$ cat src/rtl/pc_pkg.sv
// Shared fetch-PC definitions: PC source encodings and default memory-map constants
// (also used by CP0 and the instruction-memory model).
package pc_pkg;

  typedef logic [1:0] pc_src_t;

  localparam pc_src_t PC_SRC_SEQ   = 2'd0;
  localparam pc_src_t PC_SRC_REDIR = 2'd1;
  localparam pc_src_t PC_SRC_EXC   = 2'd2;
  localparam pc_src_t PC_SRC_ERET  = 2'd3;

  localparam logic [31:0] DEF_RESET_PC   = 32'h0000_3000;
  localparam logic [31:0] DEF_EXC_VECTOR = 32'h0000_4180;
  localparam logic [31:0] DEF_IMEM_BASE  = 32'h0000_3000;
  localparam logic [31:0] DEF_IMEM_SIZE  = 32'h0000_4000;

endpackage

$ cat src/rtl/pc_gen_if.sv
// Fetch-PC generator bus: control requests from D/CP0 in, fetch PC and RAS prediction out.
interface pc_gen_if #(
  parameter int PC_W = 32
);
  logic            en;
  logic            redirect_valid;
  logic [PC_W-1:0] redirect_target;
  logic            exc_req;
  logic            eret_req;
  logic [PC_W-1:0] epc;
  logic            ras_push;
  logic [PC_W-1:0] ras_push_addr;
  logic            ras_pop;
  logic [PC_W-1:0] pc;
  logic            pc_fault;
  logic [PC_W-1:0] ras_top;
  logic            ras_valid;
  logic [1:0]      pc_src;

  modport master (
    output en, redirect_valid, redirect_target, exc_req, eret_req, epc,
           ras_push, ras_push_addr, ras_pop,
    input  pc, pc_fault, ras_top, ras_valid, pc_src
  );

  modport slave (
    input  en, redirect_valid, redirect_target, exc_req, eret_req, epc,
           ras_push, ras_push_addr, ras_pop,
    output pc, pc_fault, ras_top, ras_valid, pc_src
  );
endinterface

$ cat src/rtl/ras_stack.sv
// Return-address stack: circular buffer with wrapping top pointer and saturating count.
// push/pop arrive already qualified by the caller (stall/flush masked).
module ras_stack #(
  parameter int DEPTH = 8,
  parameter int W     = 32
) (
  input  logic         clk,
  input  logic         reset,
  input  logic         push,
  input  logic         pop,
  input  logic [W-1:0] push_addr,
  output logic [W-1:0] top_data,
  output logic         valid
);
  localparam int PW = $clog2(DEPTH);
  localparam int CW = PW + 1;

  logic [W-1:0]  mem [DEPTH];
  logic [PW-1:0] top, top_nxt, wr_idx;
  logic [CW-1:0] count, count_nxt;
  logic          wr_en;
  logic          empty;

  assign empty = (count == '0);

  always_comb begin
    top_nxt   = top;
    count_nxt = count;
    wr_en     = 1'b0;
    wr_idx    = top;
    if (push && (!pop || empty)) begin
      // when full the new entry lands on the oldest slot, which is simply lost
      top_nxt = top + 1'b1;
      wr_idx  = top + 1'b1;
      wr_en   = 1'b1;
      if (count != CW'(DEPTH)) count_nxt = count + 1'b1;
    end else if (push && pop) begin
      wr_en = 1'b1;
    end else if (pop && !empty) begin
      top_nxt   = top - 1'b1;
      count_nxt = count - 1'b1;
    end
  end

  always_ff @(posedge clk or posedge reset) begin
    if (reset) begin
      top   <= '0;
      count <= '0;
    end else begin
      top   <= top_nxt;
      count <= count_nxt;
    end
  end

  // entries are deliberately not reset; count gates their visibility
  always_ff @(posedge clk) begin
    if (wr_en) mem[wr_idx] <= push_addr;
  end

  assign valid    = !empty;
  assign top_data = empty ? '0 : mem[top];
endmodule

$ cat src/rtl/pc_gen.sv
// Fetch-PC generator: prioritised next-PC mux, PC register, fetch-fault check and RAS.
module pc_gen
  import pc_pkg::*;
#(
  parameter int              PC_W       = 32,
  parameter logic [PC_W-1:0] RESET_PC   = PC_W'(DEF_RESET_PC),
  parameter logic [PC_W-1:0] EXC_VECTOR = PC_W'(DEF_EXC_VECTOR),
  parameter int unsigned     INST_BYTES = 4,
  parameter logic [PC_W-1:0] IMEM_BASE  = PC_W'(DEF_IMEM_BASE),
  parameter logic [PC_W-1:0] IMEM_SIZE  = PC_W'(DEF_IMEM_SIZE),
  parameter int              RAS_DEPTH  = 8
) (
  input logic     clk,
  input logic     reset,
  pc_gen_if.slave bus
);
  // one extra bit so base + size never wraps
  localparam logic [PC_W:0] IM_LO = {1'b0, IMEM_BASE};
  localparam logic [PC_W:0] IM_HI = {1'b0, IMEM_BASE} + {1'b0, IMEM_SIZE};

  logic [PC_W-1:0] pc_q, pc_nxt;
  pc_src_t         src_q, src_nxt;
  logic            ras_ok;

  always_comb begin
    pc_nxt  = pc_q;
    src_nxt = src_q;
    if (bus.exc_req) begin
      pc_nxt  = EXC_VECTOR;
      src_nxt = PC_SRC_EXC;
    end else if (bus.eret_req) begin
      pc_nxt  = bus.epc;
      src_nxt = PC_SRC_ERET;
    end else if (bus.en && bus.redirect_valid) begin
      pc_nxt  = bus.redirect_target;
      src_nxt = PC_SRC_REDIR;
    end else if (bus.en) begin
      pc_nxt  = pc_q + PC_W'(INST_BYTES);
      src_nxt = PC_SRC_SEQ;
    end
  end

  always_ff @(posedge clk or posedge reset) begin
    if (reset) begin
      pc_q  <= RESET_PC;
      src_q <= PC_SRC_SEQ;
    end else begin
      pc_q  <= pc_nxt;
      src_q <= src_nxt;
    end
  end

  assign bus.pc       = pc_q;
  assign bus.pc_src   = src_q;
  assign bus.pc_fault = (pc_q[1:0] != 2'b00) ||
                        ({1'b0, pc_q} < IM_LO) ||
                        ({1'b0, pc_q} >= IM_HI);

  // a flushed or stalled instruction must leave the RAS untouched
  assign ras_ok = bus.en && !bus.exc_req && !bus.eret_req;

  ras_stack #(
    .DEPTH (RAS_DEPTH),
    .W     (PC_W)
  ) u_ras (
    .clk       (clk),
    .reset     (reset),
    .push      (ras_ok && bus.ras_push),
    .pop       (ras_ok && bus.ras_pop),
    .push_addr (bus.ras_push_addr),
    .top_data  (bus.ras_top),
    .valid     (bus.ras_valid)
  );
endmodule

$ cat src/flat_wrapper.sv
// flat-port wrapper written by rule: the top's interface ports become plain ports
module pc_gen_flat import pc_pkg::*;
#(
  parameter int              PC_W       = 32,
  parameter logic [PC_W-1:0] RESET_PC   = PC_W'(DEF_RESET_PC),
  parameter logic [PC_W-1:0] EXC_VECTOR = PC_W'(DEF_EXC_VECTOR),
  parameter int unsigned     INST_BYTES = 4,
  parameter logic [PC_W-1:0] IMEM_BASE  = PC_W'(DEF_IMEM_BASE),
  parameter logic [PC_W-1:0] IMEM_SIZE  = PC_W'(DEF_IMEM_SIZE),
  parameter int              RAS_DEPTH  = 8
)
  (clk, reset, bus_en, bus_redirect_valid, bus_redirect_target, bus_exc_req, bus_eret_req, bus_epc, bus_ras_push, bus_ras_push_addr, bus_ras_pop, bus_pc, bus_pc_fault, bus_ras_top, bus_ras_valid, bus_pc_src);
  pc_gen_if #(.PC_W(PC_W)) bus_i ();
  input logic clk;
  input logic reset;
  input wire logic [$bits(bus_i.en)-1:0] bus_en;
  input wire logic [$bits(bus_i.redirect_valid)-1:0] bus_redirect_valid;
  input wire logic [$bits(bus_i.redirect_target)-1:0] bus_redirect_target;
  input wire logic [$bits(bus_i.exc_req)-1:0] bus_exc_req;
  input wire logic [$bits(bus_i.eret_req)-1:0] bus_eret_req;
  input wire logic [$bits(bus_i.epc)-1:0] bus_epc;
  input wire logic [$bits(bus_i.ras_push)-1:0] bus_ras_push;
  input wire logic [$bits(bus_i.ras_push_addr)-1:0] bus_ras_push_addr;
  input wire logic [$bits(bus_i.ras_pop)-1:0] bus_ras_pop;
  output wire logic [$bits(bus_i.pc)-1:0] bus_pc;
  output wire logic [$bits(bus_i.pc_fault)-1:0] bus_pc_fault;
  output wire logic [$bits(bus_i.ras_top)-1:0] bus_ras_top;
  output wire logic [$bits(bus_i.ras_valid)-1:0] bus_ras_valid;
  output wire logic [$bits(bus_i.pc_src)-1:0] bus_pc_src;
  assign bus_i.en = bus_en;
  assign bus_i.redirect_valid = bus_redirect_valid;
  assign bus_i.redirect_target = bus_redirect_target;
  assign bus_i.exc_req = bus_exc_req;
  assign bus_i.eret_req = bus_eret_req;
  assign bus_i.epc = bus_epc;
  assign bus_i.ras_push = bus_ras_push;
  assign bus_i.ras_push_addr = bus_ras_push_addr;
  assign bus_i.ras_pop = bus_ras_pop;
  assign bus_pc = bus_i.pc;
  assign bus_pc_fault = bus_i.pc_fault;
  assign bus_ras_top = bus_i.ras_top;
  assign bus_ras_valid = bus_i.ras_valid;
  assign bus_pc_src = bus_i.pc_src;
  pc_gen #(.PC_W(PC_W), .RESET_PC(RESET_PC), .EXC_VECTOR(EXC_VECTOR), .INST_BYTES(INST_BYTES), .IMEM_BASE(IMEM_BASE), .IMEM_SIZE(IMEM_SIZE), .RAS_DEPTH(RAS_DEPTH)) u_core (.clk(clk), .reset(reset), .bus(bus_i));
endmodule
$ cat config.mk
export PLATFORM = sky130hd
export DESIGN_NAME = pc_gen_flat
export DESIGN_NICKNAME = d
export VERILOG_FILES = /design/src/rtl/pc_pkg.sv /design/src/rtl/pc_gen_if.sv /design/src/rtl/ras_stack.sv /design/src/rtl/pc_gen.sv /design/src/flat_wrapper.sv
export SDC_FILE = /design/constraint.sdc
export NUM_CORES = 1
export LEC_CHECK = 0
export ABC_AREA = 1
export BUFFER_PORTS_ARGS = -buffer_cell sky130_fd_sc_hd__buf_2
export CORE_ASPECT_RATIO = 0.7
export CORE_MARGIN = 2
export CORE_UTILIZATION = 55
export DETAILED_ROUTE_END_ITERATION = 12
export GPL_TIMING_DRIVEN = 0
export PLACE_DENSITY = 0.73
export RECOVER_POWER = 50
export SYNTH_ARGS = -nofsm -noshare
export SYNTH_HDL_FRONTEND = slang
export SYNTH_SLANG_ARGS = --single-unit
$ cat constraint.sdc
create_clock -name clk -period 4.45 [get_ports clk]
set_input_delay 0.2225 -clock clk [delete_from_list [all_inputs] [get_ports clk]]
set_output_delay 0.2225 -clock clk [all_outputs]
set_load 0.01 [all_outputs]
# After elaboration in Yosys (flattened, before gate mapping)
# Memory sizes are Yosys's and may differ from the RTL's.
# Index checks and enable logic that the tools add are counted.
totals:
  regBits: 41
  ramBits: 256
  in_bits: 104
  wordCells: 57
  n_memories: 1
op_classes:
  n_addsub: 5
  n_lt_le_gt_ge: 2
  n_eq_ne: 3
  n_mux: 21
  reduce_logical: 21
mem_list:
  columns: ["name", "depth", "word_bits", "rd", "rd_ports_with_merged_regs", "wr", "line", "source"]
  rows:
  - ["u_core.u_ras.mem", 8, 32, 1, 0, 1, "ras_stack.sv:18", "logic [W-1:0] mem [DEPTH];"]
ops:
  columns: ["op", "n"]
  rows:
  - ["$mux W32", 5]
  - ["$add A32 B3 Y32 const B", 1]
  - ["$ge A32 B15 Y1 const B", 1]
  - ["$lt A32 B14 Y1 const B", 1]
  - ["$mux W4", 4]
  - ["$mux W3", 4]
  - ["$logic_and A1 B1 Y1", 8]
  - ["$mux W2", 4]
  - ["$add A4 B1 Y4 const B", 1]
  - ["$logic_not A1 Y1", 4]
  - ["$logic_not A4 Y1", 1]
  - ["$mux W1", 4]
  - ["$ne A4 B4 Y1 const B", 1]
  - ["$reduce_bool A2 Y1", 2]
  - ["$reduce_bool A4 Y1", 1]
  - ["$sub A4 B1 Y4 const B", 1]
  - ["$add A3 B1 Y3 const B", 1]
  - ["$logic_or A1 B1 Y1", 3]
  - ["$reduce_and A3 Y1", 1]
  - ["$sub A3 B1 Y3 const B", 1]
  - ["$ne A2 B1 Y1 const B", 1]
  - ["$ne A2 B2 Y1 const B", 1]
  - ["$reduce_and A2 Y1", 1]

# Depth between registers and ports, before layout
# Gate-level depths: netlist of run 1.
logic_depth:
  ltp_word: 10
  depth_mapped: 14
  depth_no_buf: 13

# Modules after synthesis
# A second synthesis of run 1 with hierarchy kept.
hier_totals:
  cells_unflattened: 1301
  area_unflattened_um2: 13444.1
by_module_without_submodules:
  columns: ["mod", "instances", "cells_per_inst", "area_each_um2", "seq_area_each_um2"]
  rows:
  - ["ras_stack", 1, 813, 10492.6, 7862.5]
  - ["pc_gen", 1, 488, 2951.6, 853.3]

# Worst setup path after synthesis of run 1
# No wires, ideal clock.
synth_timing:
  kind: "register -> register"
  startpoint: "register u_core.u_ras.top[0]"
  endpoint: "memory u_core.u_ras.mem[4][0], enable pin"
  t_arrival_ns: 2.904
  t_required_ns: 4.029
  slack_ns: 1.125
  stages_incl_launch_ff: 10
  path_buffers: 2
  cell_sequence: "dfrtp_1 > inv_2 > buf_2 > clkbuf_1 > ha_1 > inv_1 > nor2_4 > a21oi_4 > nand2_2 > nor2_1"
synth_between:
  elab_chain_cells: 2
synth_lines:
  columns: ["element", "line", "source"]
  rows:
  - ["start, declared", "ras_stack.sv:19", "logic [PW-1:0] top, top_nxt, wr_idx;"]
  - ["start signal, assigned", "ras_stack.sv:50", "top <= top_nxt;"]
  - ["$add A3 B1 Y3", "ras_stack.sv:34", "wr_idx = top + 1'b1;"]
  - ["$mux W3 (*)", "ras_stack.sv:31", "if (push && (!pop || empty)) begin"]
  - ["end, declared", "ras_stack.sv:18", null]
# Every way passes the cells marked *; elsewhere a longest branch is shown, timed or not.

# Final worst setup path of run 1
layout_timing:
  startpoint: "register u_core.u_ras.top[0]"
  endpoint: "memory u_core.u_ras.mem[0][11], enable pin"
# The elaborated chain is that of the path after synthesis.

==> results of run 1 <==
[registers in the layout, summed over array words and instances (netlist names)]
signal              count
u_core.u_ras.mem      256
u_core.u_ras.top        3
u_core.bus.pc_src       2
u_core.u_ras.count      4
u_core.bus.pc          32
[cell type report]
cell class	count	share of cell area, %
Sequential cell	297	53.2
Multi-Input combinational cell	850	25.6
Timing Repair Buffer	238	9.46
Inverter	61	1.42
Tap cell	318	2.43
Clock buffer	37	4.92
Buffer	70	2.04
Clock inverter	16	0.871
[through the flow]
step	total power, mW	std cells
CTS	8.75	1887
floorplan	5.09	1278
finish	8.75	1887
global route	9.18	1887
detailed placement	6.29	1775
global placement	6.20	1766
[metal layers]
layer	wire [um]	track usage, %	up-vias
met5	0	0	-
met4	757	7.24	0
met3	4270	7.15	59
met2	16600	43.5	566
met1	17300	46.7	5155
li1	-	-	5032
[logic make-up after synthesis]
group | share of synthesized area [%]
compound gates | 12.8
buf+inv | 4.25
flops | 64.9
xor+xnor | 0.718
mux | 0.0746
simple gates | 16.6
fa+ha+maj | 0.652
[power groups by stage]
stage | Sequential, mW | Clock [mW] | Combinational, mW
floorplan | 3.27 | 0 | 1.81
global placement | 3.29 | 0 | 2.91
detailed placement | 3.29 | 0 | 3.01
CTS | 3.23 | 2.44 | 3.08
global route | 3.24 | 2.54 | 3.40
finish | 3.23 | 2.42 | 3.10
[repair_timing]
item | CTS | global route
resized for setup | 0 | 0
endpoints found under the hold margin | 305 | 0
hold buffers | 59 | 0
endpoints found under the setup margin | 0 | 0
[worst max path at each step]
stage                              end  slack, ns  cells after the start                 from
2_1_floorplan   u_core.u_ras.mem[4][0]       1.12                      9  u_core.u_ras.top[0]
3_3_place_gp    u_core.u_ras.mem[1][8]      -0.51                      9  u_core.u_ras.top[0]
3_5_place_dp   u_core.u_ras.mem[0][19]       1.24                     10  u_core.u_ras.top[1]
4_1_cts        u_core.u_ras.mem[0][13]       1.22                     10  u_core.u_ras.top[1]
5_1_grt        u_core.u_ras.mem[0][13]       1.09                     10  u_core.u_ras.top[1]
6_report       u_core.u_ras.mem[0][11]       1.22                     10  u_core.u_ras.top[0]
[critical path, cell delays in order, from the launching register on]
cell,delay (ns)
dfrtp_1,0.45
inv_2,0.12
buf_2,0.22
clkbuf_1,0.48
ha_1,0.34
inv_1,0.10
nor2_4,0.05
a21oi_4,0.16
nand2_2,0.12
nor2_4,0.60
buf_16,0.26
[synth_stat cells (all sizes together)]
library cell / count / area (um^2)
or2: 1 / 6.26
dfrtp: 39 / 976
clkinv: 2 / 8.75
o21bai: 2 / 15.0
nor2: 286 / 1120
buf: 34 / 203
mux2i: 1 / 10.0
dfstp: 2 / 52.6
o22ai: 34 / 213
o21ai: 196 / 992
o31ai: 2 / 15.0
clkbuf: 36 / 135
nor4: 3 / 18.8
a21oi: 30 / 191
nand2: 173 / 703
a31oi: 32 / 200
ha: 7 / 87.6
and3: 1 / 6.26
xor2: 8 / 70.1
edfxtp: 256 / 7690
nand3b: 2 / 27.5
xnor2: 3 / 26.3
nand4: 4 / 25.0
a22oi: 2 / 25.0
a211oi: 1 / 7.51
nor3: 13 / 91.3
inv: 59 / 224
nand3: 42 / 233
o211ai: 6 / 45.0
o221ai: 1 / 8.76
==> flow_summary.json, run 1 <==
{
  "post-route-util_pct": 68.8,
  "crit_required_ns": 4.69,
  "pre_cts_ws_ns": 1.24,
  "syn_inst": 1278,
  "synth-seq-area-share_pct": 64.9,
  "grt_pass1_wl_mm": 58.4,
  "core_area_um2": 23800,
  "viasPerCell": 5.73,
  "fin_area_um2": 16400,
  "clk_pin_slew_ns": 0.06,
  "drt_iter0_drc": 1197,
  "cts-root-buf": "clkbuf_16",
  "cts_tree": "done",
  "timing.final.crit_share_pct": 72.6,
  "hpwl_mm": 26.5,
  "r2r_start": "u_core.u_ras.top[0]",
  "layout-drive-gt1-share_pct": 15.9,
  "switching_power_mw": 3.23,
  "switching_share_pct": 36.9,
  "yosysUniqueCellTypes": 51,
  "min_from": "bus_redirect_target[29]",
  "finalHoldViolCount": 0,
  "grt_use_total_pct": 30.3,
  "startpoint_type": "flop",
  "r2r_cells": 10,
  "p_int_mw": 5.52,
  "gr-total-overflow": 0,
  "pwr-share-clk_pct": 27.6,
  "clock_path_buffers": 3,
  "setup_viol": 0,
  "clkLatencyLatePin_ns": 0.55,
  "fin_skew_ns": 0.0218,
  "portBuffers": 170,
  "worstPathMaxFanout": 18,
  "final_common_cell": "nor2_1",
  "synthesis.area_um2": 13400,
  "synth.yosys.warnings": 0,
  "fp-row-count": 47,
  "place_area_um2": 14900,
  "end_kind": "flop",
  "layout_common_cells": "nor2_1, edfxtp_1, o21ai_0",
  "relSlewSlack_pct": -53.5,
  "slew_violations": 38,
  "rsz0062_at_grt": "no",
  "maxCapViolCount": 1,
  "failed_checks": "capacitance limit, slew limit",
  "power.density_nw_per_um2": 535,
  "grt_pass1_vias": 10200,
  "min_path_type": "in -> reg",
  "reg2reg_to": "u_core.u_ras.mem[0][11]",
  "die_area_um2": 25700,
  "antenna_cells": 0,
  "antenna_found_initial": 0,
  "holdPathStages": 5,
  "gp_congestion": 0.982,
  "max_freq_ghz": 0.310,
  "num_vias": 10800,
  "wirelength_mm": 39.0,
  "hold_end": "u_core.bus.pc[29]",
  "clkSinkCount": 297,
  "fin_setup_tns_ns": 0,
  "start_util_pct": 56.4,
  "fin_hold_ws_ns": 0.0102,
  "critPathArrivalTime_ns": 3.47,
  "path_class": "reg -> reg",
  "drt_first_pass_iters": 5,
  "multi_input_area_um2": 4200,
  "syn2layout_area_growth_pct": 22.0,
  "cts_max_level": 1,
  "io_pins": 172,
  "rrSetupSlack_ns": 1.22,
  "die_y_um": 135,
  "remaining_drc_errors": 0,
  "finalCriticalPeriod_ns": 3.23,
  "postCtsSetupBuffers": 0,
  "nets": 1658,
  "wl_per_cell_um": 20.7,
  "seq_area_um2": 8720,
  "grt_max_degree": 38,
  "synth_area_per_cell_um2": 10.5,
  "combPwrFrac_pct": 35.4,
  "numCtsBuffers": 29,
  "syn_nets": 1389,
  "outcome": "complete, but fails checks",
  "leakage_nw": 6.02,
  "ys_ff_latch": 297,
  "seqPwrFrac_pct": 36.9,
  "peakVddDrop_mv": 0.447,
  "antenna_left": 0,
  "fillers": 1873,
  "worst_slack_ns": 1.22,
  "worst_slew_pin_slew_ns": 2.30,
  "die_w_um": 191
}
No activity file was read; power rests on OpenSTA's default activity.
==> run 2: changes to the inputs <==
CORE_UTILIZATION = 52   (was 55)
clock period = 2.6 ns   (was 4.45 ns; I/O delays follow)
==> flow_summary.json, run 2 (same netlist as run 1, synthesis figures left out) <==
{
  "path_cells": "inv_2 -> clkbuf_1 -> o21ai_0 -> a31oi_1 -> buf_2",
  "hpwl_mm": 25.8,
  "pre_cts_ws_ns": -0.761,
  "crit_required_ns": 2.47,
  "finalHoldViolCount": 0,
  "post-route-util_pct": 67.0,
  "relSlewSlack_pct": 27.6,
  "cts_tree": "done",
  "fin_area_um2": 17100,
  "cts_max_level": 1,
  "layout_common_cells": "nor2_1, edfxtp_1, o21ai_0",
  "critPathArrivalTime_ns": 2.42,
  "seq_area_um2": 8720,
  "clock_path_buffers": 3,
  "startpoint_type": "flop",
  "timing.final.crit_share_pct": 98.1,
  "portBuffers": 170,
  "core_area_um2": 25500,
  "p_int_mw": 9.60,
  "drt_first_pass_iters": 5,
  "fin_hold_ws_ns": 0.0140,
  "die_y_um": 138,
  "remaining_drc_errors": 0,
  "antenna_cells": 0,
  "pwr-share-clk_pct": 26.8,
  "combPwrFrac_pct": 36.8,
  "start_util_pct": 52.6,
  "place_area_um2": 14900,
  "viasPerCell": 5.76,
  "end_kind": "output pin",
  "cp_top_family": "buffers and inverters",
  "maxCapViolCount": 0,
  "path_buf_inv": 3,
  "worst_slew_pin_slew_ns": 1.09,
  "largest_register_ffs": 256,
  "worstPathMaxFanout": 10,
  "power.density_nw_per_um2": 892,
  "fillers": 1939,
  "antenna_left": 0,
  "switching_power_mw": 5.64,
  "min_path_type": "in -> reg",
  "critPathMaxStageDelay_ns": 0.54,
  "cts-root-buf": "clkbuf_16",
  "num_vias": 11300,
  "clkLatencyLatePin_ns": 0.55,
  "critPathSlowestCell": "clkbuf_1",
  "die_area_um2": 27100,
  "grt_use_total_pct": 29.9,
  "final_common_cell": "nor2_1",
  "seqPwrFrac_pct": 36.3,
  "worst_slack_ns": 0.0503,
  "fin_skew_ns": 0.0159,
  "grt_max_degree": 39,
  "fin_setup_tns_ns": 0,
  "outcome": "finished, final reports clean",
  "p_total_mw": 15.2,
  "switching_share_pct": 37.0,
  "instances_no_fill": 1953,
  "drt_iter0_drc": 1352,
  "peakVddDrop_mv": 0.658,
  "fp-row-count": 49,
  "dpl.cell_count": 1784,
  "max_freq_ghz": 0.392,
  "path_class": "reg -> out",
  "wirelength_mm": 41.2,
  "io_pins": 172,
  "layout-drive-gt1-share_pct": 18.4,
  "gr-total-overflow": 0,
  "gp_congestion": 0.965,
  "grt_pass1_wl_mm": 61.6,
  "numCtsBuffers": 28,
  "setup_viol": 0,
  "die_w_um": 196,
  "antenna_found_initial": 0,
  "largest-register": "u_core.u_ras.mem",
  "clkSinkCount": 297,
  "clk_pin_slew_ns": 0.07,
  "slew_violations": 0,
  "finalCriticalPeriod_ns": 2.55,
  "multi_input_area_um2": 4270,
  "leakage_nw": 6.33,
  "rsz0062_at_grt": "yes",
  "wl_per_cell_um": 21.1,
  "grt_pass1_vias": 10600,
  "syn2layout_area_growth_pct": 27.2,
  "nets": 1714
}
run 2: cell types whose count changed in the layout (fill, tap and decap cells not counted), sizes merged:
cell	previous run	this run
buf	148	165
bufinv	2	3
clkbuf	138	134
clkinv	14	10
clkinvlp	1	2
dlygate4sd3	59	97
nor2	286	290
run 2: cell type report:
class | instances | share of cell area, %
Clock buffer | 35 | 4.38
Buffer | 70 | 2.40
Timing Repair Buffer | 291 | 12.5
Sequential cell | 297 | 51.1
Clock inverter | 14 | 0.857
Tap cell | 331 | 2.42
Inverter | 61 | 1.36
Multi-Input combinational cell | 854 | 25.0
run 2: timing repair:
action                                  CTS  global route
cloned                                    4             1
hold endpoints to repair                331             0
endpoints found under the setup margin  283           290
hold buffers                             97             0
resized for setup                        24            56
pin swaps                                12             1
buffers inserted                         18             0
run 2: layer usage:
metal / global-route usage (%) / vias up / routed length (um)
li1: - / 5145 / -
met1: 46.5 / 5367 / 17500
met2: 43.3 / 680 / 18000
met3: 6.10 / 61 / 4870
met4: 7.30 / 0 / 857
met5: 0.882 / - / 0
run 2: power by group through the flow:
| stage | logic (mW) | clock network [mW] | registers (mW) |
|---|---|---|---|
| floorplan | 3.13 | 0 | 5.60 |
| global placement | 5.00 | 0 | 5.62 |
| detailed placement | 5.11 | 0 | 5.63 |
| CTS | 5.40 | 4.10 | 5.53 |
| global route | 6.10 | 4.30 | 5.55 |
| finish | 5.61 | 4.09 | 5.54 |
run 2: final timing paths:
kind	start	end	slack (ns)	depth (start not counted)
setup / recovery	u_core.u_ras.top[0]	bus_ras_top[31]	0.05	5
hold / removal	bus_redirect_target[5]	u_core.bus.pc[5]	0.01	5
setup reg to reg	u_core.u_ras.top[1]	u_core.u_ras.mem[3][26]	0.07	11
hold reg to reg	u_core.bus.pc_src[0]	u_core.bus.pc_src[0]	0.48	2
max in group asynchronous	reset	u_core.bus.pc[3]	0.69	5
min in group asynchronous	reset	u_core.bus.pc_src[0]	0.57	4
run 2: worst min-delay path, delay by kind of cell:
family	cells	cell delay, ns
buf+inv	1	0.09
compound gates	4	0.31
